## src/rtl/int_source_dev.sv

```systemverilog
// rtl/int_source_dev.sv - bus-slave interrupt source (PC match, periodic timer, external edge)
// Requests queue in a saturating pending counter; one assertion per ACK with a forced idle gap.
module int_source_dev #(
  parameter logic [31:0] BASE_ADDR  = 32'h0000_7f20,
  parameter int          MAX_PEND   = 7,
  parameter int          PEND_W     = 3,
  parameter int          GAP_CYCLES = 2
) (
  input  logic        clk_in,
  input  logic        sys_rstn,
  input  logic [31:0] macroscopic_pc,
  input  logic [31:0] m_int_addr,
  input  logic [3:0]  m_int_byteen,
  input  logic [31:0] m_int_wdata,
  input  logic [31:0] m_int_raddr,
  output logic [31:0] m_int_rdata,
  input  logic        ext_req,
  output logic        interrupt
);

  localparam int GAP_W = (GAP_CYCLES < 2) ? 1 : $clog2(GAP_CYCLES + 1);
  localparam int SUM_W = PEND_W + 2;

  localparam logic [29:0] ACK_WA = BASE_ADDR[31:2];
  localparam logic [29:0] TGT_WA = BASE_ADDR[31:2] + 30'd1;
  localparam logic [29:0] PER_WA = BASE_ADDR[31:2] + 30'd2;
  localparam logic [29:0] CTL_WA = BASE_ADDR[31:2] + 30'd3;

  typedef enum logic [1:0] {
    S_IDLE   = 2'd0,
    S_ASSERT = 2'd1,
    S_GAP    = 2'd2
  } state_t;

  function automatic logic [31:0] merge_bytes(
    input logic [31:0] old_val,
    input logic [31:0] wdata,
    input logic [3:0]  byteen
  );
    logic [31:0] r;
    r = old_val;
    for (int k = 0; k < 4; k++) begin
      if (byteen[k]) r[8*k +: 8] = wdata[8*k +: 8];
    end
    return r;
  endfunction

  state_t             state_q, state_d;
  logic [GAP_W-1:0]   gap_q, gap_d;
  logic               int_q, int_d;
  logic [PEND_W-1:0]  pend_q, pend_d;
  logic [31:0]        target_pc_q, target_pc_d;
  logic [31:0]        period_q, period_d;
  logic [31:0]        tmr_cnt_q, tmr_cnt_d;
  logic               pc_en_q, pc_en_d;
  logic               tmr_en_q, tmr_en_d;
  logic               ext_en_q, ext_en_d;
  logic               ovf_q, ovf_d;
  logic               pc_armed_q, pc_armed_d;
  logic               ext_req_q, ext_req_d;

  logic        wr_en;
  logic        hit_ack, hit_tgt, hit_per, hit_ctl;
  logic [31:0] ctrl_rd, ctrl_wr_val;
  logic        pc_fire, tmr_run, tmr_fire, ext_fire;
  logic        ack_take, drop;
  logic [1:0]  nreq;
  logic [SUM_W-1:0] pend_sum;

  assign wr_en   = |m_int_byteen;
  assign hit_ack = wr_en && (m_int_addr[31:2] == ACK_WA);
  assign hit_tgt = wr_en && (m_int_addr[31:2] == TGT_WA);
  assign hit_per = wr_en && (m_int_addr[31:2] == PER_WA);
  assign hit_ctl = wr_en && (m_int_addr[31:2] == CTL_WA);

  assign ctrl_rd     = {23'b0, ovf_q, 5'b0, ext_en_q, tmr_en_q, pc_en_q};
  assign ctrl_wr_val = merge_bytes(ctrl_rd, m_int_wdata, m_int_byteen);

  // Register writes and request sources. Enables take their written value
  // in the write cycle, so clearing an enable suppresses that cycle's request.
  always_comb begin
    target_pc_d = target_pc_q;
    period_d    = period_q;
    pc_en_d     = pc_en_q;
    tmr_en_d    = tmr_en_q;
    ext_en_d    = ext_en_q;
    if (hit_tgt) target_pc_d = merge_bytes(target_pc_q, m_int_wdata, m_int_byteen);
    if (hit_per) period_d    = merge_bytes(period_q, m_int_wdata, m_int_byteen);
    if (hit_ctl) begin
      pc_en_d  = ctrl_wr_val[0];
      tmr_en_d = ctrl_wr_val[1];
      ext_en_d = ctrl_wr_val[2];
    end

    pc_fire    = pc_en_d && pc_armed_q && (macroscopic_pc[31:2] == target_pc_q[31:2]);
    pc_armed_d = pc_armed_q;
    if (pc_fire) pc_armed_d = 1'b0;
    if (hit_tgt) pc_armed_d = 1'b1;

    tmr_run   = tmr_en_d && (period_q != 32'd0);
    tmr_fire  = tmr_run && (tmr_cnt_q <= 32'd1);
    tmr_cnt_d = tmr_cnt_q;
    if (tmr_fire)     tmr_cnt_d = period_q;
    else if (tmr_run) tmr_cnt_d = tmr_cnt_q - 32'd1;
    if (hit_per)      tmr_cnt_d = period_d;

    ext_req_d = ext_req;
    ext_fire  = ext_en_d && ext_req && !ext_req_q;
  end

  // Pending counter: add requests, retire an acknowledged one, then saturate.
  always_comb begin
    nreq     = 2'(pc_fire) + 2'(tmr_fire) + 2'(ext_fire);
    ack_take = hit_ack && (state_q == S_ASSERT);
    pend_sum = SUM_W'(pend_q) + SUM_W'(nreq);
    if (ack_take && (pend_sum != '0)) pend_sum = pend_sum - SUM_W'(1);
    drop   = 1'b0;
    pend_d = pend_sum[PEND_W-1:0];
    if (pend_sum > SUM_W'(MAX_PEND)) begin
      drop   = 1'b1;
      pend_d = PEND_W'(MAX_PEND);
    end
    ovf_d = (ovf_q && !(hit_ctl && m_int_byteen[1] && m_int_wdata[8])) || drop;
  end

  always_comb begin
    state_d = state_q;
    gap_d   = gap_q;
    int_d   = int_q;
    case (state_q)
      S_IDLE: begin
        if (pend_d != '0) begin
          state_d = S_ASSERT;
          int_d   = 1'b1;
        end
      end
      S_ASSERT: begin
        if (hit_ack) begin
          state_d = S_GAP;
          gap_d   = GAP_W'(GAP_CYCLES);
          int_d   = 1'b0;
        end
      end
      S_GAP: begin
        if (gap_q > GAP_W'(1)) begin
          gap_d = gap_q - GAP_W'(1);
        end else begin
          gap_d = '0;
          if (pend_d != '0) begin
            state_d = S_ASSERT;
            int_d   = 1'b1;
          end else begin
            state_d = S_IDLE;
          end
        end
      end
      default: begin
        state_d = S_IDLE;
        gap_d   = '0;
        int_d   = 1'b0;
      end
    endcase
  end

  always_ff @(posedge clk_in or negedge sys_rstn) begin
    if (!sys_rstn) begin
      state_q     <= S_IDLE;
      gap_q       <= '0;
      int_q       <= 1'b0;
      pend_q      <= '0;
      target_pc_q <= '0;
      period_q    <= '0;
      tmr_cnt_q   <= '0;
      pc_en_q     <= 1'b0;
      tmr_en_q    <= 1'b0;
      ext_en_q    <= 1'b0;
      ovf_q       <= 1'b0;
      pc_armed_q  <= 1'b0;
      ext_req_q   <= 1'b0;
    end else begin
      state_q     <= state_d;
      gap_q       <= gap_d;
      int_q       <= int_d;
      pend_q      <= pend_d;
      target_pc_q <= target_pc_d;
      period_q    <= period_d;
      tmr_cnt_q   <= tmr_cnt_d;
      pc_en_q     <= pc_en_d;
      tmr_en_q    <= tmr_en_d;
      ext_en_q    <= ext_en_d;
      ovf_q       <= ovf_d;
      pc_armed_q  <= pc_armed_d;
      ext_req_q   <= ext_req_d;
    end
  end

  always_comb begin
    m_int_rdata = 32'd0;
    if (m_int_raddr[31:2] == ACK_WA)      m_int_rdata = {{(32-PEND_W){1'b0}}, pend_q};
    else if (m_int_raddr[31:2] == TGT_WA) m_int_rdata = target_pc_q;
    else if (m_int_raddr[31:2] == PER_WA) m_int_rdata = period_q;
    else if (m_int_raddr[31:2] == CTL_WA) m_int_rdata = ctrl_rd;
  end

  assign interrupt = int_q;

  logic unused_bits;
  assign unused_bits = ^{m_int_addr[1:0], m_int_raddr[1:0], macroscopic_pc[1:0],
                         ctrl_wr_val[31:3]};

endmodule

```

## config.mk

```make
export PLATFORM = sky130hd
export DESIGN_NAME = int_source_dev
export DESIGN_NICKNAME = d
export VERILOG_FILES = /design/src/rtl/int_source_dev.sv
export SDC_FILE = /design/constraint.sdc
export NUM_CORES = 1
export LEC_CHECK = 0
export CAP_MARGIN = 20
export CELL_PAD_IN_SITES_DETAIL_PLACEMENT = 1
export CELL_PAD_IN_SITES_GLOBAL_PLACEMENT = 1
export CORE_MARGIN = 5
export CORE_UTILIZATION = 40
export DETAILED_ROUTE_END_ITERATION = 8
export HOLD_SLACK_MARGIN = 0.15
export PLACE_DENSITY_LB_ADDON = 0.1
export SETUP_SLACK_MARGIN = 0.15
export SYNTH_ARGS = -nofsm -noshare
export SYNTH_HDL_FRONTEND = slang
export SYNTH_SLANG_ARGS = --single-unit
```

## constraint.sdc

```tcl
create_clock -name clk_in -period 10 [get_ports clk_in]
set_input_delay 1 -clock clk_in [delete_from_list [all_inputs] [get_ports clk_in]]
set_output_delay 1 -clock clk_in [all_outputs]
set_load 0.05 [all_outputs]
```

==> Word level (Yosys, flattened, before mapping) <==
Cells that the tools add are included.
{ "op_classes": {"n_reduce_logical": 32, "magnitude_cmp": 3, "addsub": 6, "n_mux": 32, "bitwise": 1, "n_eq_ne": 14} }
{ "ops": {"columns": ["op", "n"], "rows": [
  ["equality test 30 x 13 -> 1 bit, second input constant", 8],
  ["2-to-1 mux 32 bit", 7],
  ["less-or-equal comparator 32 x 1 -> 1 bit, second input constant", 1],
  ["2-to-1 mux 8 bit", 4],
  ["nonzero test 32 bit", 1],
  ["subtractor 32 x 1 -> 32 bit, second input constant", 1],
  ["equality test 30 bit", 1],
  ["logical AND 1 bit", 15],
  ["one-hot mux 2 bit (3 select lines)", 2],
  ["AND reduction 2 bit", 6],
  ["2-to-1 mux 1 bit", 10],
  ["2-to-1 mux 9 bit", 1],
  ["2-to-1 mux 2 bit", 4],
  ["2-to-1 mux 3 bit", 2],
  ["inequality test 2 bit, second input constant", 3],
  ["nonzero test 3 bit", 2],
  ["greater-than comparator 5 x 3 -> 1 bit, second input constant", 1],
  ["2-to-1 mux 5 bit", 1],
  ["nonzero test 5 bit", 1],
  ["subtractor 4 x 1 -> 5 bit, second input constant", 1],
  ["adder 3 x 2 -> 4 bit", 1],
  ["OR reduction 4 bit", 1],
  ["one-hot mux 1 bit (3 select lines)", 1],
  ["AND reduction 3 bit", 1],
  ["other kinds (11)", 12]
]} }
{ "totals": {"output_inout_bits": 33, "reg_bits": 110} }

==> Depth between registers and ports, before layout <==
Gate-level depths: netlist of run 1.
{ "logic_depth": {"ltp_word": 17, "depth_mapped": 17} }

==> Worst setup path before layout of run 1 <==
Ideal clock, no wire load.
{ "synth_timing": {"path_kind": "input-to-reg", "startpoint": "input port m_int_addr[17]", "endpoint": "register state_q[0]", "setup_slack_ns": 4.223, "cell_stages": 15, "setup_time_ns": 0.136, "arrival_time_ns": 5.640, "cell_sequence": "nor4b_1 -> nand4_1 -> o31ai_1 -> a21o_1 -> clkbuf_1 -> nor2_1 -> ha_1 -> inv_1 -> fa_1 -> ha_1 -> and2_1 -> a2111oi_2 -> mux2i_1 -> a2111oi_0 -> or3b_2"} }
{ "synth_between": {"elab_chain_len": 17, "elab_cells_between_ends": 30, "classes_between": "add/sub (4); order compare (1); eq/ne (4); mux (8); reduce/logical (13)"} }
{ "synth_rtl": {"columns": ["item", "line_no", "rtl"], "rows": [
  ["from (decl)", "12", "input logic [31:0] m_int_addr,"],
  ["parallel branches: the longest is 17 deep, another holds subtractor 4 x 1 -> 5 bit", null, null],
  ["to (signal assigned)", "181", "state_q <= state_d;"],
  ["to (decl)", "48", "state_t state_q, state_d;"]
]} }
Parallel ways; which one is timed is not known. The select of a mux whose other input is x is not followed.
A chain may end at the register's enable or synchronous reset.

==> Final worst setup path of run 1 <==
{ "layout_timing": {"startpoint": "input port m_int_byteen[0]", "endpoint": "register state_q[0]"} }
{ "layout_between": {"elab_chain_len": 17, "elab_cells_between_ends": 30, "classes_between": "add/sub (4); order compare (1); eq/ne (2); mux (9); reduce/logical (14)"} }
{ "layout_rtl": {"columns": ["item", "line_no", "rtl"], "rows": [
  ["from (decl)", "13", "input logic [3:0] m_int_byteen,"],
  ["parallel branches: the longest is 17 deep, another holds subtractor 4 x 1 -> 5 bit", null, null]
]} }
Parallel ways; which one is timed is not known. The select of a mux whose other input is x is not followed.

==> qor.csv, run 1 <==
metric;value;unit
status;complete, no violations;
CP Capture Type;flip-flop;
Power Density;103;mW/mm^2
R2R setup slack;4.10;ns
M2 GR Usage;41.3;%
Internal;0.000727;W
CTS tree;yes;
vias;6508;
Die Wd;143;um
Reg clk slew, reported paths;0.08;ns
Ant. Diodes;0;
Sw Ratio;24.1;%
commonest non-fill, non-tap cell in the layout;clkdlybuf4s50_1;
Post-DP HPWL;19.4;mm
Hold Slack;0.515;ns
Distinct cells, synth;64;
routability cong.;0.833;
met1 GRT Util;34.8;%
ratio of cells with drive above 1 in the final layout;14.3;%
setup_tns;0;ns
MaxCap Viol Count;0;
Final min period;7.35;ns
power share of the clock group;43.1;%
synthesized flop and latch total;110;
Slew headroom;24.8;%
NetSw;0.000230;W
initial antenna violation count;0;
Setup-failing EPs final;0;
Nets;981;
RSZ-0062 raised after global routing;false;
Top FF cell, synth;dfrtp_1;
Via density;6.12;
met3 global-route usage;5.32;%
vias in the first global route;6894;
Startpoint Class;input pin;
static leakage;3.96;nW
DRT Wirelength;25.9;mm
Hold Path Class;reg -> reg;
DR DRC count;0;
core footprint;0.0174;sq mm
Initial Util;41.0;%
period utilization;73.5;%
GRT overflow;0;
register area share after synthesis;38.7;%
synthesized area;0.00711;sq mm
CP required;10.24;ns
Layout area overhead;30.1;%
total clock buffers created by CTS;9;
clk_skew;0.00612;ns
power share of the combinational group;10.5;%
pin count of the biggest net entering global routing;64;
clk sink count;110;
hold_buf cts;0;
Post-synth ARST share;100;%
Slew @ Worst Pin;1.12;ns
EDFF count, synth;0;
I/O Pins;168;
Max Freq;136;MHz
first-pass GRT wire length;40.0;mm
DR WL/cell;24.3;um
CP Max Fanout;14;
Placement Rows;48;
Cells after Synth;693;
setup bufs post-CTS;0;
share of power burned in registers;46.5;%
GR peak layer;met2;
Setup CP Type;in -> reg;
initial DRC count;399;
htree depth;3;
post-route ant nets;0;
Die Area;0.0205;sq mm
most frequent cells in the layout;160 x clkdlybuf4s50_1, 110 x dfrtp_1, 73 x mux2_2;
Detailed Routing Iterations Pass 1;4;
Final Max Tran Viols;0;
syn nets;841;
Clk Latency, worst-skew pair;0.36;ns
GRT Util Overall;25.3;%
Max Buffers Root-to-Sink;2;
Worst Path Arrival;7.59;ns
CTS resizes;0;
Post-Syn Area per Cell;10.3;sq um
Yosys Warn Count;0;
die height;143;um
port bufs;161;
Root Driver;clkbuf_16;
final hold violations;0;
peak supply drop;0.0934;mV
routing by layer:
metal | share of wire, % | vias up
met5 | 0 | -
met1 | 44 | 3354
met4 | 2.0 | 0
li1 | - | 2921
met3 | 5.0 | 30
met2 | 49 | 203
cells by family after synthesis:
logic type,after synthesis,share of synthesized area [%]
AND/OR/NAND/NOR,206,16.2
AO/OA/AOI/OAI,142,15.2
multiplexers,111,17.4
flip-flops,110,38.7
buffers and inverters,58,3.43
XOR/XNOR,53,6.53
adder cells (fa/ha/maj),13,2.50
final timing paths:
path,depth (start not counted),startpoint,to
min in group asynchronous,1,sys_rstn,period_q[5]$_DFF_PN0_
max in group asynchronous,2,sys_rstn,tmr_cnt_q[20]$_DFFE_PN0P_
setup / recovery,15,m_int_byteen[0],state_q[0]$_DFFE_PN0P_
setup reg to reg,14,tmr_cnt_q[15]$_DFFE_PN0P_,state_q[0]$_DFFE_PN0P_
hold reg to reg,1,pc_armed_q$_DFFE_PN0P_,pc_armed_q$_DFFE_PN0P_
hold / removal,1,pc_armed_q$_DFFE_PN0P_,pc_armed_q$_DFFE_PN0P_
worst max-delay path: stages:
cell	delay, ns
clkdlybuf4s50_1	0.97
nor4_1	0.17
nand4bb_1	0.53
o31ai_1	0.97
a21o_1	0.65
nor2_1	0.11
ha_1	0.24
inv_1	0.08
fa_1	0.51
ha_1	0.24
and2_1	0.15
a2111oi_2	0.82
mux2i_1	0.47
a2111oi_0	0.18
or3b_2	0.49
layout make-up:
| class | count | area (sq um) |
|---|---|---|
| clock buffer | 9 | 225 |
| clock inverter | 7 | 105 |
| fill | 1885 | 8110 |
| inverter | 17 | 63.8 |
| multi-input combinational | 525 | 4130 |
| sequential | 110 | 2750 |
| tap | 225 | 282 |
| timing repair buffer | 170 | 1690 |
stage by stage:
step | utilization, % | cells | power [W] | cell area, sq um | setup slack [ns]
after global placement | 51.2 | 1045 | 0.000552 | 8890 | 2.27
after floorplan | - | 693 | 0.000477 | 7110 | 4.22
after detailed placement | 51.4 | 1046 | 0.000554 | 8910 | 2.36
final | 53.3 | 1063 | 0.000957 | 9250 | 2.65
after global routing | 53.3 | 1063 | 0.000991 | 9250 | 2.29
after CTS | 53.3 | 1062 | 0.000966 | 9250 | 2.72
Yosys cell counts (7+ instances only):
cell      count  area [sq um]
o21ai_1       9          45.0
a22o_1       28           245
nor4_1       30           188
dfrtp_1     110          2750
mux2_2       73           822
ha_1         11           138
nand4_1      18           113
xor2_1       16           140
o21ai_0      16          80.1
a31oi_1      11          68.8
or4_1         7          52.6
nand2_1      34           128
o221ai_1     11          96.3
mux2i_1      35           350
nor2_1       34           128
nand3_1      29           145
and2_1        7          43.8
a21oi_1      12          60.1
inv_1        17          63.8
clkbuf_1     31           116
o211ai_1     24           180
xnor2_1      37           324
nor3_1       10          50.1
power by group through the flow:
stage / logic (W) / registers (W) / clock network, W
2_1_floorplan: 0.0000235 / 0.000454 / 0
3_3_place_gp: 0.0000981 / 0.000454 / 0
3_5_place_dp: 0.000100 / 0.000454 / 0
4_1_cts: 0.000101 / 0.000445 / 0.000421
5_1_grt: 0.000107 / 0.000445 / 0.000440
6_report: 0.000100 / 0.000445 / 0.000412
state kept, by name, indices dropped and copies added (netlist names), 2 cells and up:
register     flops
tmr_cnt_q       32
target_pc_q     32
state_q          2
gap_q            2
pend_q           3
period_q        32
(Power assumes the default switching activity.)
==> run 2: changes to the inputs <==
CORE_UTILIZATION = 35   (was 40)
clock period = 6.45 ns   (was 10 ns; I/O delays follow)
==> qor.csv, run 2 (synthesis results as in run 1) <==
metric;value;unit;change
status;complete, no violations;;
commonest non-fill, non-tap cell in the layout;clkdlybuf4s50_1;;
Setup CP Type;in -> reg;;
Layout area overhead;31.9;%;
Initial Util;35.4;%;-5.6 points
CP Capture Type;flip-flop;;
pin count of the biggest net entering global routing;64;;unchanged
CP max-delay cell;fa_1;;
CTS resizes;0;;unchanged
Die Wd;153;um;+6.4%
Root Driver;clkbuf_16;;
htree depth;3;;unchanged
GRT Util Overall;22.5;%;-2.8 points
Setup-failing EPs final;0;;unchanged
Max Freq;179;MHz;
routability cong.;0.830;;-0.28%
core footprint;0.0201;sq mm;+16%
Post-DP HPWL;20.1;mm;+3.6%
Ant. Diodes;0;;unchanged
Clk Latency, worst-skew pair;0.36;ns;about the same
DRT Wirelength;26.4;mm;+1.9%
CP required;6.68;ns;-3.56 ns
vias;6374;;-2.1%
hold_buf cts;0;;unchanged
Regs by FF count;period_q: 32 flops, target_pc_q: 32 flops, tmr_cnt_q: 32 flops;;
first-pass GRT wire length;41.8;mm;+4.6%
Placed Cells;1101;;+5.3%
Cell Chain, Critical Path;clkdlybuf4s50_1 > nor4bb_1 > nand4_1 > buf_4 > nor3_1 > mux2_2 > nand3b_1 > fa_1 > inv_1 > ha_1 > inv_1 > fa_1 > ha_1 > and2_1 > a2111oi_2 > mux2i_1 > a2111oi_0 > or3b_2;;
delay-heaviest family, CP;simple AND/OR/NAND/NOR gates;;
vias in the first global route;7114;;+3.2%
I/O Pins;168;;unchanged
post-route ant nets;0;;unchanged
initial antenna violation count;0;;unchanged
clk_skew;0.0127;ns;+0.00655 ns
final hold violations;0;;unchanged
Startpoint Class;input pin;;
Via density;5.71;;-6.8%
slowest cell delay on critical path;0.54;ns;-0.43 ns
setup_tns;0;ns;unchanged
period utilization;86.7;%;
Max Buffers Root-to-Sink;2;;unchanged
MaxCap Viol Count;0;;unchanged
static leakage;4.00;nW;+1.0%
DR WL/cell;23.6;um;-3.0%
Placement Rows;52;;+8.3%
Slew headroom;33.3;%;+8.5 points
GRT overflow;0;;unchanged
Final Max Tran Viols;0;;unchanged
initial DRC count;329;;-18%
peak supply drop;0.129;mV;+38%
setup bufs post-CTS;0;;unchanged
Hold Path Class;in -> async;;
total clock buffers created by CTS;9;;unchanged
critical path depth;18;;+3
fillers;2218;;+18%
Reg clk slew, reported paths;0.08;ns;about the same
Detailed Routing Iterations Pass 1;4;;unchanged
CP Buf/Inv Count;4;;+2
Die Area;0.0233;sq mm;+13%
CTS tree;yes;;
DR DRC count;0;;unchanged
ratio of cells with drive above 1 in the final layout;15.2;%;+0.91 points
die height;153;um;+6.4%
most frequent cells in the layout;160 x clkdlybuf4s50_1, 110 x dfrtp_1, 73 x mux2_2;;
Reg2Reg Depth;13;;-1
Final min period;5.59;ns;
final cell count without fillers;1117;;+5.1%
port bufs;161;;unchanged
Nets;990;;+0.92%
Slew @ Worst Pin;0.992;ns;-0.127 ns
Power Density;162;mW/mm^2;+56%
Worst Path Arrival;5.82;ns;-1.77 ns
clk sink count;110;;unchanged
CP Max Fanout;9;;-5
RSZ-0062 raised after global routing;false;;
run 2: cell type report:
cell class	instances	area, sq um	share of cell area (%)
Inverter	17	63.8	0.681
Sequential cell	110	2750	29.4
Tap cell	270	338	3.60
Clock buffer	9	225	2.40
Timing Repair Buffer	179	1740	18.6
Clock inverter	7	125	1.33
Multi-Input combinational cell	525	4130	44.0
run 2: final timing paths:
kind,from,endpoint,slack (ns)
max,m_int_addr[9],state_q[0]$_DFFE_PN0P_,0.86
max in group asynchronous,sys_rstn,tmr_cnt_q[30]$_DFFE_PN0P_,4.83
min in group clk_in,pc_armed_q$_DFFE_PN0P_,pc_armed_q$_DFFE_PN0P_,0.49
min reg2reg,pc_armed_q$_DFFE_PN0P_,pc_armed_q$_DFFE_PN0P_,0.49
max reg2reg,tmr_cnt_q[15]$_DFFE_PN0P_,state_q[0]$_DFFE_PN0P_,1.12
min,sys_rstn,target_pc_q[0]$_DFFE_PN0P_,0.38
run 2: per-stage QoR:
| step | power [W] | util, % | hold slack, ns | setup slack, ns | area [sq um] |
|---|---|---|---|---|---|
| finish | 0.00152 | 46.6 | 0.377 | 0.860 | 9380 |
| global route | 0.00157 | 46.6 | 0.442 | 0.486 | 9380 |
| CTS | 0.00153 | 46.6 | 0.393 | 0.863 | 9380 |
| detailed placement | 0.000861 | 44.9 | 0.467 | 0.510 | 9030 |
| global placement | 0.000858 | 44.9 | 0.468 | 0.669 | 9030 |
| floorplan | 0.000740 | - | 0.349 | 1.03 | 7110 |
run 2: power breakdown:
| group | total [W] | switching, W | internal, W | leakage (nW) |
|---|---|---|---|---|
| combinational | 0.000156 | 0.0000653 | 0.0000907 | 2.31 |
| clock | 0.000673 | 0.000286 | 0.000386 | 0.171 |
| sequential | 0.000689 | 0.000000193 | 0.000689 | 1.51 |
| total | 0.00152 | 0.000352 | 0.00117 | 4.00 |
run 2: routing by layer:
metal / GRT usage (%) / part of all wire [%] / wire length (um)
met5: 0 / 0 / 0
met4: 5.39 / 1.3 / 356
met3: 3.58 / 3.9 / 1030
met2: 37.4 / 49 / 12800
met1: 31.0 / 46 / 12200
==> run 3: changes to the inputs <==
ABC_AREA = 1   (was not set)
CORE_UTILIZATION = 36   (was 35)
clock period = 5.2 ns   (was 6.45 ns; I/O delays follow)
==> qor.csv, run 3 <==
metric;value;unit;change
CP dominant cell by count;nand2_1;;
htree depth;3;;unchanged
commonest non-fill, non-tap cell in the layout;nand2_1;;
DRT Wirelength;28.5;mm;+7.9%
share of power burned in registers;48.3;%;+2.9 points
first-pass GRT wire length;44.5;mm;+6.4%
synthesized flop and latch total;110;;unchanged
Initial Util;36.7;%;+1.3 points
routability cong.;0.917;;+10%
Post-Syn Area per Cell;6.75;sq um;-34%
Cells after Synth;1107;;+60%
CTS tree;yes;;
Reg clk slew, reported paths;0.08;ns;about the same
NetSw;0.000437;W;+24%
ratio of cells with drive above 1 in the final layout;6.01;%;-9.2 points
setup_tns;0;ns;unchanged
Worst Path Arrival;4.81;ns;-1.01 ns
slowest cell delay on critical path;0.52;ns;-0.02 ns
syn nets;1255;;+49%
core footprint;0.0204;sq mm;+1.3%
Layout area overhead;31.1;%;
GRT Util Overall;23.7;%;+1.2 points
Slew headroom;33.3;%;about the same
critical path depth;30;;+12
initial DRC count;429;;+30%
clk sink count;110;;unchanged
Root Driver;clkbuf_16;;
Max Buffers Root-to-Sink;2;;unchanged
Reg2Reg Depth;31;;+18
MaxCap Viol Count;0;;unchanged
Total Power;0.00177;W;+17%
Clk Latency, worst-skew pair;0.37;ns;about the same
clk_skew;0.0134;ns;+0.000746 ns
CP Capture Type;flip-flop;;
CP Buf/Inv Count;5;;+1
top-area cell type share of the netlist area;36.8;%;-1.9 points
register area share after synthesis;36.8;%;-1.9 points
CP Max Fanout;6;;-3
setup bufs post-CTS;0;;unchanged
power share of the combinational group;9.4;%;-0.9 points
EDFF count, synth;0;;unchanged
Reg2Reg Launch Point;tmr_cnt_q[0]$_DFFE_PN0P_;;
RSZ-0062 raised after global routing;false;;
pin count of the biggest net entering global routing;41;;-36%
power share of the clock group;42.4;%;-1.9 points
total clock buffers created by CTS;9;;unchanged
wire length on met2;13.1;mm;+2.4%
period utilization;87.3;%;
DR DRC count;0;;unchanged
critical path launch point;m_int_byteen[0];;
Max Freq;220;MHz;
most frequent cells in the layout;292 x nand2_1, 163 x inv_1, 137 x nor2_1, 137 x clkdlybuf4s50_1, 110 x dfrtp_1;;
Die Area;0.0237;sq mm;+2.1%
status;complete, no violations;;
Nets;1407;;+42%
peak supply drop;0.164;mV;+27%
post-route ant nets;0;;unchanged
initial antenna violation count;2;;+2
met3 wire length;1.59;mm;+54%
Distinct cells, synth;42;;-34%
Setup-failing EPs final;0;;unchanged
Die Wd;154;um;+1.0%
DR WL/cell;18.5;um;-22%
Top FF cell, synth;dfrtp_1;;
most frequent cell after synthesis;nand2_1;;
Post-synth ARST share;100;%;unchanged
vias in the first global route;8013;;+13%
Setup CP Type;in -> reg;;
Worst Hold Launch;pc_armed_q$_DFFE_PN0P_;;
Placement Rows;52;;unchanged
worst r2r dst;state_q[1]$_DFFE_PN0P_;;
Final Max Tran Viols;0;;unchanged
Via density;5.10;;-11%
CP required;5.47;ns;-1.21 ns
wire length on met1;13.3;mm;+8.7%
Startpoint Class;input pin;;
Detailed Routing Iterations Pass 1;5;;+1
uppermost layer routed;met5;;
Final min period;4.54;ns;
Setup crit end;state_q[1]$_DFFE_PN0P_;;
Sw Ratio;24.7;%;+1.5 points
GRT overflow;0;;unchanged
R2R setup slack;0.72;ns;-0.40 ns
Regs by FF count;period_q: 32 flops, target_pc_q: 32 flops, tmr_cnt_q: 32 flops;;
delay-heaviest family, CP;simple AND/OR/NAND/NOR gates;;
die height;154;um;+1.0%
Power Density;181;mW/mm^2;+12%
Slew @ Worst Pin;0.996;ns;+0.00423 ns
port bufs;161;;unchanged
synth cell count leaders;292 x nand2_1, 163 x inv_1, 140 x nor2_1;;
Internal;0.00133;W;+14%
final hold violations;0;;unchanged
synthesized area;0.00747;sq mm;+5.1%
I/O Pins;168;;unchanged
top cell type by total area after synthesis;dfrtp_1;;
Hold Path Class;reg -> reg;;
vias;7834;;+23%
static leakage;5.07;nW;+27%
Area contributors post-synth;dfrtp_1 37%, nand2_1 15%, inv_1 8.2%;;
Post-DP HPWL;23.0;mm;+14%
CP max-delay cell;fa_1;;
Yosys Warn Count;0;;unchanged
-- run 3: power by group through the flow --
stage          Sequential [W]  Combinational, W  Clock, W
6_report             0.000855          0.000166  0.000750
5_1_grt              0.000855          0.000180  0.000792
4_1_cts              0.000855          0.000168  0.000762
3_5_place_dp         0.000872          0.000166         0
3_3_place_gp         0.000872          0.000163         0
2_1_floorplan        0.000872         0.0000295         0
-- run 3: cell type report --
| class | instances | area [sq um] |
|---|---|---|
| Inverter | 198 | 744 |
| Multi-Input combinational cell | 767 | 3850 |
| Fill cell | 2621 | 10600 |
| Antenna cell | 1 | 2.50 |
| Clock inverter | 7 | 78.8 |
| Tap cell | 270 | 338 |
| Timing Repair Buffer | 173 | 1810 |
| Clock buffer | 9 | 225 |
| Sequential cell | 110 | 2750 |
-- run 3: worst reg2reg max path: cells and delay by family, from the launching register on --
| kind | cells | cell delay, ns |
|---|---|---|
| adder cells (fa/ha/maj) | 4 | 1.22 |
| buffers and inverters | 5 | 0.50 |
| flip-flops | 1 | 0.42 |
| AND/OR/NAND/NOR | 22 | 2.24 |
-- run 3: worst min-delay path by stage --
stage / end / slack (ns) / cells after the start
after floorplan: ext_en_q$_DFF_PN0_ / 0.22 / 0
after global placement: pc_armed_q$_DFFE_PN0P_ / 0.46 / 2
after detailed placement: pc_armed_q$_DFFE_PN0P_ / 0.47 / 2
after CTS: pc_armed_q$_DFFE_PN0P_ / 0.49 / 2
after global routing: gap_q[1]$_DFFE_PN0P_ / 0.51 / 2
final: pc_armed_q$_DFFE_PN0P_ / 0.49 / 2
-- run 3: kinds of logic after synthesis --
logic type	synth area share (%)
simple gates	33.9
buf+inv	11.9
fa+ha+maj	2.38
xor+xnor	4.34
flops	36.8
compound gates	10.6
-- run 3: through the flow --
| step | instance area [sq um] | hold slack, ns | cells | util (%) | worst slack (ns) |
|---|---|---|---|---|---|
| 4_1_cts | 9790 | 0.487 | 1534 | 48.1 | 0.514 |
| 5_1_grt | 9800 | 0.514 | 1535 | 48.1 | 0.191 |
| 2_1_floorplan | 7470 | 0.224 | 1107 | - | 1.14 |
| 3_3_place_gp | 9470 | 0.463 | 1517 | 46.5 | 0.270 |
| 6_report | 9800 | 0.489 | 1535 | 48.1 | 0.661 |
| 3_5_place_dp | 9470 | 0.468 | 1517 | 46.5 | 0.169 |
-- run 3: what timing repair did --
action,4_1_cts,5_1_grt
hold buffers,1,0
hold endpoints to repair,32,0
endpoints found under the setup margin,0,3
resized for setup,0,3
-- run 3: metal layers --
layer,GRT usage (%),vias to the layer above
li1,-,3835
met4,5.63,2
met1,33.4,3796
met5,0,-
met2,37.7,171
met3,4.78,30
